File: src/rtl/adder_arbiter.sv
// Three-way round-robin arbiter sharing one adder: grant, execute, then hold
// the registered result until the consumer acknowledges it.
`ifndef DATASIZE
`define DATASIZE 16
`endif

module adder_arbiter #(
  parameter int datawidth = `DATASIZE
) (
  input  logic                     clk,
  input  logic                     rst,
  input  logic [2:0]               req,
  input  logic [3*datawidth-1:0]   opa,
  input  logic [3*datawidth-1:0]   opb,
  output logic [2:0]               gnt,
  output logic [datawidth-1:0]     sum,
  output logic                     cout,
  output logic                     res_valid,
  output logic [1:0]               res_id,
  input  logic                     res_ack,
  output logic                     busy
);

  typedef enum logic [1:0] {
    IDLE = 2'd0,
    EXEC = 2'd1,
    HOLD = 2'd2
  } state_t;

  state_t                 state, state_n;
  logic [1:0]             last, last_n;
  logic [datawidth-1:0]   a_q, b_q, a_n, b_n;
  logic [2:0]             gnt_n;
  logic [datawidth-1:0]   sum_n;
  logic                   cout_n;
  logic                   rv_n;
  logic [1:0]             id_n;

  logic [1:0]             win;
  logic                   found;
  logic [1:0]             cand;
  logic [datawidth-1:0]   opa_sel, opb_sel;
  logic [datawidth-1:0]   add_sum;
  logic                   add_cout;
  logic                   grant_en;

  adder #(.datawidth(datawidth)) u_adder (
    .a    (a_q),
    .b    (b_q),
    .sum  (add_sum),
    .cout (add_cout)
  );

  // Scan starts one past the last winner and wraps, giving round-robin order.
  always_comb begin
    win   = '0;
    found = 1'b0;
    cand  = (last == 2'd2) ? 2'd0 : last + 2'd1;
    for (int unsigned k = 0; k < 3; k++) begin
      if (!found && req[cand]) begin
        win   = cand;
        found = 1'b1;
      end
      cand = (cand == 2'd2) ? 2'd0 : cand + 2'd1;
    end
  end

  always_comb begin
    case (win)
      2'd0:    begin opa_sel = opa[0 +: datawidth];           opb_sel = opb[0 +: datawidth];           end
      2'd1:    begin opa_sel = opa[datawidth +: datawidth];   opb_sel = opb[datawidth +: datawidth];   end
      default: begin opa_sel = opa[2*datawidth +: datawidth]; opb_sel = opb[2*datawidth +: datawidth]; end
    endcase
  end

  always_comb begin
    state_n  = state;
    gnt_n    = '0;
    sum_n    = sum;
    cout_n   = cout;
    rv_n     = res_valid;
    id_n     = res_id;
    last_n   = last;
    a_n      = a_q;
    b_n      = b_q;
    grant_en = 1'b0;
    case (state)
      IDLE: grant_en = |req;
      EXEC: begin
        sum_n   = add_sum;
        cout_n  = add_cout;
        rv_n    = 1'b1;
        state_n = HOLD;
      end
      HOLD: begin
        if (res_ack) begin
          rv_n = 1'b0;
          if (|req) grant_en = 1'b1;
          else      state_n  = IDLE;
        end
      end
      default: state_n = IDLE;
    endcase
    // Shared by IDLE and the back-to-back HOLD acknowledge edge.
    if (grant_en) begin
      gnt_n   = 3'b001 << win;
      a_n     = opa_sel;
      b_n     = opb_sel;
      id_n    = win;
      last_n  = win;
      state_n = EXEC;
    end
  end

  always_ff @(posedge clk or posedge rst) begin
    if (rst) begin
      state     <= IDLE;
      gnt       <= '0;
      sum       <= '0;
      cout      <= 1'b0;
      res_valid <= 1'b0;
      res_id    <= '0;
      last      <= 2'd2;
      a_q       <= '0;
      b_q       <= '0;
    end else begin
      state     <= state_n;
      gnt       <= gnt_n;
      sum       <= sum_n;
      cout      <= cout_n;
      res_valid <= rv_n;
      res_id    <= id_n;
      last      <= last_n;
      a_q       <= a_n;
      b_q       <= b_n;
    end
  end

  assign busy = (state != IDLE);

endmodule

// Combinational adder producing sum and carry-out at datawidth+1 bits.
module adder #(
  parameter int datawidth = `DATASIZE
) (
  input  logic [datawidth-1:0] a,
  input  logic [datawidth-1:0] b,
  output logic [datawidth-1:0] sum,
  output logic                 cout
);
  assign {cout, sum} = {1'b0, a} + {1'b0, b};
endmodule

File: config.mk
export PLATFORM = sky130hd
export DESIGN_NAME = adder_arbiter
export DESIGN_NICKNAME = d
export VERILOG_FILES = /design/src/rtl/adder_arbiter.sv
export SDC_FILE = /design/constraint.sdc
export NUM_CORES = 1
export LEC_CHECK = 0
export ABC_CLOCK_PERIOD_IN_PS = 2600
export BUFFER_PORTS_ARGS = -buffer_cell sky130_fd_sc_hd__buf_2
export CORE_MARGIN = 1.5
export CORE_UTILIZATION = 50
export DETAILED_ROUTE_END_ITERATION = 10
export PLACE_DENSITY = 0.81
export REMOVE_ABC_BUFFERS = 1
export SETUP_SLACK_MARGIN = 0.15
export SLEW_MARGIN = 20
export SYNTH_ARGS = -nofsm -noshare
export SYNTH_HDL_FRONTEND = slang
export SYNTH_SLANG_ARGS = --single-unit
File: constraint.sdc
create_clock -name clk -period 2.6 [get_ports clk]
set_input_delay 0 -clock clk [delete_from_list [all_inputs] [get_ports clk]]
set_output_delay 0 -clock clk [all_outputs]
set_load 0.05 [all_outputs]
Word level (Yosys, flattened, before mapping) --
Cells that the tools add are included.
Cells by class: $add $sub $neg 4, magnitude comparators 3, eq/ne operators 10, shift-type cells 1, mux-type cells 26, reductions and logical operators 11
Operators by type and width (count):
- 16-bit one-hot mux with 2 select lines | 2
- 2-bit 2-to-1 mux | 9
- 16-bit by 16-bit adder with 17-bit output | 1
- 2-bit by 3-bit < comparator with 1-bit output (second input constant) | 3
- 2-bit == test (second input constant) | 4
- 1-bit 2-to-1 mux | 8
- 2-bit by 1-bit adder with 2-bit output (second input constant) | 3
- 1-bit binary-select mux with 2-bit select | 3
- 3-bit inequality test (second input constant) | 2
- 2-bit one-hot mux with 3 select lines | 1
- 2-bit by 1-bit == test with 1-bit output (second input constant) | 2
- 2-bit logical NOT | 2
- 2-bit inequality test (second input constant) | 2
- 1-bit one-hot mux with 2 select lines | 2
- 2-bit nonzero test | 2
- 3-bit 2-to-1 mux | 1
- 3-bit AND reduction | 1
- 3-bit OR reduction | 1
- 1-bit by 2-bit left shift with 3-bit output (first input constant) | 1
- 1-bit logical AND | 2
- 1-bit logical NOT | 2
- 2-bit AND reduction | 1
Word-level totals: register bits 59, input bits 102, output and inout bits 24, logic and storage cells 64

Depth between registers and ports, before layout --
Gate-level depths: netlist of run 1.
depth after elaboration 13, mapped depth 8

Modules after synthesis --
From an unflattened synthesis of run 1, not the netlist that was laid out.
Unflattened totals: cells, all modules 347, area, all modules 3387.0 um^2
By module, submodules not included:
- adder_arbiter | times used 1, cells an instance 250, area each 2642.5 um^2, seq. area each 1452.6 um^2
- adder | times used 1, cells an instance 97, area each 744.5 um^2, seq. area each 0.0 um^2

Worst setup path after synthesis of run 1 --
Ideal clock, no wire load.
path kind register -> register, start point register a_q[0], end point register cout, arrival 2.052 ns, data required time 2.466 ns, path slack 0.414 ns, stages on the path, launching flop included 9, period minus slack after synthesis 2.186 ns, cell sequence dfrtp_1 ha_1 fa_1 a211oi_1 o21ai_1 o21ai_2 nand2_1 a2111oi_0 o21ai_1
Between the ends: longest elaborated chain between the ends 1
Ends and longest elaborated chain:
- start, declared | RTL line 32 | logic [datawidth-1:0] a_q, b_q, a_n, b_n;
- start signal, assigned | RTL line 134 | a_q <= a_n;
- 16-bit by 16-bit adder with 17-bit output | RTL line 152 | assign {cout, sum} = {1'b0, a} + {1'b0, b};
- end signal, assigned | RTL line 130 | cout <= cout_n;
- end, declared | RTL line 17 | output logic cout,
Every way passes these cells. A chain may end at the register's enable or synchronous reset.

Final worst setup path of run 1 --
Ends and elaborated chain as after synthesis.

==> results of run 1 <==
per-stage QoR:
stage,instances,total power [µW],utilization [%]
after global placement,557,5640,62.9
after global routing,634,7950,76.6
after detailed placement,557,5780,62.9
after CTS,629,7130,75.4
after floorplan,349,4790,-
final,634,7400,76.6
repair_timing:
| item | CTS | global route |
|---|---|---|
| gates resized for setup | 1 | 6 |
| buffers inserted | 0 | 4 |
| pin swaps | 0 | 3 |
| hold buffers | 56 | 0 |
| cloned | 0 | 1 |
| endpoints found under the hold margin | 58 | 0 |
| setup endpoints to repair | 1 | 17 |
power breakdown:
group,total (µW),internal [µW],switching [µW]
sequential,1660,1370,291
combinational,4760,1910,2840
clock,978,616,362
total,7400,3900,3500
critical path: stages, from the launching register on:
cell and delay, ns:
dfrtp_1 0.39, ha_1 0.26, fa_2 0.39, a211oi_1 0.28, o21ai_1 0.17, o21ai_2 0.17
nand2_1 0.14, a2111oi_2 0.31, o21ai_1 0.12
layout by cell type, fill, tap and decap left out, types with 2 or more instances in the layout:
| cell | Yosys | layout |
|---|---|---|
| a31oi_1 | 35 | 35 |
| buf_4 | 5 | 7 |
| xor2_1 | 5 | 5 |
| a22oi_1 | 32 | 32 |
| nor3_1 | 4 | 4 |
| xnor2_1 | 6 | 6 |
| a21o_1 | 5 | 5 |
| inv_1 | 6 | 5 |
| nand2b_1 | 2 | 2 |
| bufinv_16 | 0 | 2 |
| and2_1 | 3 | 3 |
| buf_2 | 4 | 125 |
| a211oi_1 | 2 | 2 |
| a21oi_1 | 17 | 17 |
| dlygate4sd3_1 | 0 | 56 |
| buf_12 | 0 | 2 |
| ha_1 | 16 | 16 |
| nor2b_1 | 2 | 2 |
| o21a_1 | 3 | 3 |
| o31ai_1 | 2 | 2 |
| dfrtp_1 | 57 | 57 |
| nand2_1 | 59 | 59 |
| o21ai_1 | 5 | 5 |
| o21ai_0 | 17 | 17 |
| nor2_4 | 1 | 2 |
| nor2_1 | 42 | 42 |
| o211ai_1 | 6 | 6 |
| clkbuf_8 | 0 | 12 |
final cells by class:
cell class              instances  share of cell area (%)
flip-flops and latches         58                    29.7
multi-input cells             286                    36.5
clock buffers                  12                    3.38
repair buffers                191                    26.5
inverters                       6                   0.461
clock inverters                 4                    1.48
well taps                      77                    1.97
logic make-up after synthesis:
kind of cell	after synthesis
adders and majority gates	17
muxes	2
AOI/OAI and AO/OA	138
buffers and inverters	29
and+or+nand+nor	117
xor gates and xnor gates	11
DFF	58
routing by layer:
metal	GRT usage [%]	share of wire (%)	up-vias
li1	-	-	1723
met1	33.5	42	1643
met2	46.5	50	127
met3	3.64	4.9	30
met4	14.5	3.5	0
met5	0	0	-
cells in the mapped netlist (3+ instances only):
cell type and count:
a21o_1 5, a21oi_1 17, a22oi_1 32, a31oi_1 35, and2_1 3, buf_2 4
buf_4 5, clkbuf_1 12, dfrtp_1 57, ha_1 16, inv_1 6, nand2_1 59
nor2_1 42, nor3_1 4, o211ai_1 6, o21a_1 3, o21ai_0 17, o21ai_1 5
xnor2_1 6, xor2_1 5
worst paths after layout:
kind,start,to,slack (ns)
max in group asynchronous,rst,last[1],1.51
hold reg to reg,sum[9],sum[9],0.47
min in group asynchronous,rst,sum[13],0.26
setup / recovery,a_q[0],cout,0.25
hold / removal,opa[46],a_q[14],0.0004
setup reg to reg,a_q[0],cout,0.25
state kept, by name, summed over array words and instances (netlist names):
name / flops
gnt: 3
b_q: 16
a_q: 16
res_id: 2
state: 2
cout: 1
res_valid: 1
last: 1
sum: 16
==> flow_metrics.env, run 1 <==
export IMPL_via_count=3523
export IMPL_ioPinCount=126
export IMPL_placed_cell_area_mm2=0.00401
export IMPL_yosysTopAreaCell="dfrtp_1"
export IMPL_clk_pin_slew_ns=0.07
export IMPL_fmax_mhz=426
export IMPL_slew_headroom_pct=47.1
export IMPL_syn_inst=372
export IMPL_dpl_hpwl_um=5900
export IMPL_start_util_pct=52.3
export IMPL_synth_seq_cells=58
export IMPL_crit_type="register to register"
export IMPL_worst_slack_ns=0.252
export IMPL_synth_compound_area_share_pct=27.6
export IMPL_period_share_pct=90.3
export IMPL_worst_ir_drop_vdd_mv=1.09
export IMPL_async_flop_share_pct=100
export IMPL_wl_um=9570
export IMPL_drt_iter0_drc=212
export IMPL_grt_pass1_vias=3490
export IMPL_power_density_mw_per_mm2=1510
export IMPL_finish_instance_area_mm2=0.00489
export IMPL_synth_xor_area_share_pct=2.89
export IMPL_regArea_mm2=0.00145
export IMPL_h_tree_depth=3
export IMPL_clockRootBuffer="clkbuf_8"
export IMPL_crit_required_ns=2.82
export IMPL_worst_setup_path_start_kind="register"
export IMPL_synth_ff_type="dfrtp_1"
export IMPL_place_gp_congestion=0.877
export IMPL_hold_violations=0
export IMPL_via_per_inst=5.56
export IMPL_p_leak_uw=0.00228
export IMPL_syn_avg_cell_area_um2=8.97
export IMPL_cp_arrival_ns=2.56
export IMPL_cts_buffer_depth=2
export IMPL_finalWorstPathRequiredPeriod_ns=2.35
export IMPL_synth_top_cell_area_share_pct=42.7
export IMPL_grtUsageTotal_pct=27.2
export IMPL_grt_pass1_wl_um=15700
export IMPL_worst_path_max_fanout=3
export IMPL_hold_path_class="primary input to register"
export IMPL_area_growth_pct=46.5
export IMPL_clk_latency_ns=0.34
export IMPL_antenna_cells=0
export IMPL_clock_sinks=58
export IMPL_synth_adder_area_share_pct=6.60
export IMPL_grt_overflow=0
export IMPL_antenna_found_initial=0
export IMPL_worstSetupEndpointType="register"
export IMPL_die_area_mm2=0.00717
export IMPL_reg2regPathDepth=8
export IMPL_synth_distinct_cells=46
export IMPL_die_x_um=84.7
export IMPL_filler_cell_count=427
export IMPL_wl_per_cell_um=15.1
export IMPL_synth_edf_count=0
export IMPL_cts_tree="built"
export IMPL_row_count=29
export IMPL_multi_input_area_mm2=0.00179
export IMPL_tns_ns=0
export IMPL_yosysWarnings=0
export IMPL_route_detailed_drc=0
export IMPL_fin_worst_skew_ns=0.0106
export IMPL_hold_slack_ns=0.000383
export IMPL_chipHeight_um=84.7
export IMPL_nNetsFinal=671
export IMPL_slew_viol_final=0
export IMPL_pre_cts_ws_ns=0.142
export IMPL_rsz0062_at_grt="yes"
export IMPL_synthTopCellsByArea="dfrtp_1, a22oi_1, nand2_1"
export IMPL_status="finished, final reports clean"
export IMPL_synth_simple_area_share_pct=14.8
export IMPL_max_cap_violations=0
export IMPL_hold_depth=3
export IMPL_io_buffers=125
export IMPL_tightest_slew_ns=0.793
export IMPL_drive_gt1_share_pct=30.2
export IMPL_drtPass1Iterations=5
export IMPL_cts_made_buffers=9
export IMPL_core_mm2=0.00639
export IMPL_synth_area_mm2=0.00334
export IMPL_synth_top_family_by_area="compound AO/OA/AOI/OAI gates"
export IMPL_ys_seq_area_share_pct=43.5
export IMPL_grt_max_degree=45
export IMPL_synth_mux_area_share_pct=0.637
export IMPL_setup_viol=0
export IMPL_final_antenna_net_count=0
Power figures use the tool's default switching activity.
==> run 2: changes to the inputs <==
--- a/config.mk
+++ b/config.mk
@@ -7,6 +7,7 @@
 export LEC_CHECK = 0
 export ABC_CLOCK_PERIOD_IN_PS = 2600
 export BUFFER_PORTS_ARGS = -buffer_cell sky130_fd_sc_hd__buf_2
+export CORE_ASPECT_RATIO = 2
 export CORE_MARGIN = 1.5
 export CORE_UTILIZATION = 50
 export DETAILED_ROUTE_END_ITERATION = 10
==> run 2 against run 1 <==
Net effect: clock skew shrank 0.0050 ns; clock power rose by 26%; via count fell by 2.2%; register-to-register slack improved by 0.07 ns; non-clock buffer count down 12; die area rose by 0.41%; wire length shrank 5.9%; worst setup slack better by 0.073 ns; sequential share of layout area rose by 0.084 points; largest cell class unchanged; highest routed layer unchanged.
==> flow_metrics.env, run 2 (synthesis gave the netlist of run 1 again) <==
export IMPL_status="finished, final reports clean"
export IMPL_clk_latency_ns=0.33
export IMPL_core_mm2=0.00652
export IMPL_clk_pin_slew_ns=0.05
export IMPL_period_share_pct=87.5
export IMPL_fin_worst_skew_ns=0.00556
export IMPL_intPower_uw=4000
export IMPL_via_per_inst=5.44
export IMPL_timing_hold_worst_start="res_ack"
export IMPL_cts_tree="built"
export IMPL_fmax_mhz=440
export IMPL_finalWorstPathRequiredPeriod_ns=2.28
export IMPL_met3WireLength_um=498
export IMPL_grt_pass1_wl_um=14300
export IMPL_power_total_uw=7440
export IMPL_power_density_mw_per_mm2=1520
export IMPL_slew_headroom_pct=43.8
export IMPL_worst_setup_path_start_kind="register"
export IMPL_cts_buffer_depth=2
export IMPL_slowest_stage="fa_2"
export IMPL_hold_path_class="primary input to register"
export IMPL_grt_pass1_vias=3222
export IMPL_antenna_found_initial=0
export IMPL_max_cap_violations=0
export IMPL_worst_ir_drop_vdd_mv=0.654
export IMPL_worst_path_max_fanout=3
export IMPL_wl_um=9000
export IMPL_clkPwrFrac_pct=16.6
export IMPL_crit_path_frequent_cell="o21ai_2"
export IMPL_hold_slack_ns=0.000710
export IMPL_cp_arrival_ns=2.48
export IMPL_mostFrequentLayoutCell="buf_2"
export IMPL_drtPass1Iterations=4
export IMPL_reg2reg_from="a_q[0]"
export IMPL_p_sw_share_pct=46.1
export IMPL_r2r_slack_ns=0.32
export IMPL_p_leak_uw=0.00226
export IMPL_h_tree_depth=3
export IMPL_met1Wirelength_um=3610
export IMPL_tns_ns=0
export IMPL_hold_path_end="state[1]"
export IMPL_drive_gt1_share_pct=30.1
export IMPL_pwr_share_comb_pct=61.4
export IMPL_chipHeight_um=119
export IMPL_worst_slack_ns=0.325
export IMPL_tightest_slew_ns=0.843
export IMPL_worstSetupEndpointType="register"
export IMPL_pre_cts_ws_ns=0.0559
export IMPL_cpPeakStageDelay_ns=0.39
export IMPL_row_count=42
export IMPL_nNetsFinal=659
export IMPL_grt_max_degree=72
export IMPL_route_detailed_drc=0
export IMPL_crit_type="register to register"
export IMPL_via_count=3446
export IMPL_hold_depth=4
export IMPL_wl_met2_um=4620
export IMPL_wl_per_cell_um=14.2
export IMPL_start_util_pct=51.2
export IMPL_hold_violations=0
export IMPL_final_antenna_net_count=0
export IMPL_cp_cell_sequence="ha_1, fa_2, a211oi_2, o21ai_2, o21ai_2, nand2_2, a2111oi_4, o21ai_1"
export IMPL_setup_viol=0
export IMPL_p_switching_uw=3430
export IMPL_reg2regPathDepth=8
export IMPL_die_x_um=60.8
export IMPL_antenna_cells=0
export IMPL_clock_sinks=58
export IMPL_slew_viol_final=0
export IMPL_grtUsageTotal_pct=26.0
export IMPL_dpl_hpwl_um=5620
export IMPL_area_growth_pct=46.1
export IMPL_die_area_mm2=0.00720
export IMPL_path_buf_inv=0
export IMPL_mostFrequentLayoutCells="buf_2, nand2_1, dfrtp_1, dlygate4sd3_1, nor2_1"
export IMPL_crit_required_ns=2.80
export IMPL_cts_setup_buffers=0
export IMPL_routed_top_layer="met4"
export IMPL_drt_iter0_drc=143
export IMPL_io_buffers=125
export IMPL_crit_family="compound AO/OA/AOI/OAI gates"
export IMPL_reg2reg_to="cout"
export IMPL_filler_cell_count=494
export IMPL_power_frac_seq_pct=22.0
export IMPL_grt_overflow=0
export IMPL_clockRootBuffer="clkbuf_16"
export IMPL_cts_made_buffers=9
export IMPL_biggestRegsByFlops="a_q (16), b_q (16), sum (16)"
export IMPL_place_gp_congestion=0.938
export IMPL_rsz0062_at_grt="no"
export IMPL_ioPinCount=126
run 2: cell count changes in the layout (fill, tap and decap cells not counted), moves of 2 or more:
cell,delta
clkbuf_1,+2
buf_4,-4
dlygate4sd3_1,-7
clkbuf_16,+9
clkbuf_8,-8
run 2: timing repair:
item	CTS	global route
resized for setup	2	8
endpoints found under the hold margin	89	0
pin swaps	0	2
hold buffers	49	0
gates cloned	0	1
endpoints found under the setup margin	1	14
run 2: metal layers:
metal  global-route usage, %  vias up
li1                        -     1687
met1                    31.2     1574
met2                    42.5      155
met3                    5.91       30
met4                    12.0        0
met5                       0        -
run 2: worst max path at each step:
stage	startpoint	to	slack [ns]	depth (start not counted)
4_1_cts	a_q[0]	cout	0.20	8
3_3_place_gp	a_q[0]	cout	0.25	8
2_1_floorplan	state[1]	res_id[0]	-0.48	2
3_5_place_dp	a_q[0]	cout	0.06	8
6_report	a_q[0]	cout	0.32	8
5_1_grt	a_q[0]	cout	0.12	8
run 2: through the flow:
| step | cells | utilization, % | instance area, µm² |
|---|---|---|---|
| detailed placement | 567 | 61.7 | 4020 |
| global route | 633 | 74.8 | 4880 |
| finish | 633 | 74.8 | 4880 |
| CTS | 632 | 74.2 | 4830 |
| global placement | 567 | 61.7 | 4020 |
| floorplan | 349 | - | 3230 |
run 2: worst reg2reg max path: cells and delay by family (launching register included):
kind	cells	cell delay, ns
and+or+nand+nor	1	0.12
AOI/OAI and AO/OA	5	1.00
adders and majority gates	2	0.64
DFF	1	0.38
run 2: area by class of cell:
class	count	area, µm²	area share (%)
Multi-Input combinational cell	286	1800	36.9
Sequential cell	58	1450	29.8
Timing Repair Buffer	179	1170	24.1
Clock buffer	15	288	5.90
Tap cell	88	110	2.26
Clock inverter	1	30.0	0.616
Inverter	6	22.5	0.462
run 2: power by group through the flow:
stage	Combinational, µW	Clock [µW]	Sequential (µW)
after floorplan	2620	0	2170
after global placement	3990	0	1620
after detailed placement	4070	0	1650
after CTS	4390	1240	1640
after global routing	5030	1280	1700
final	4570	1230	1640
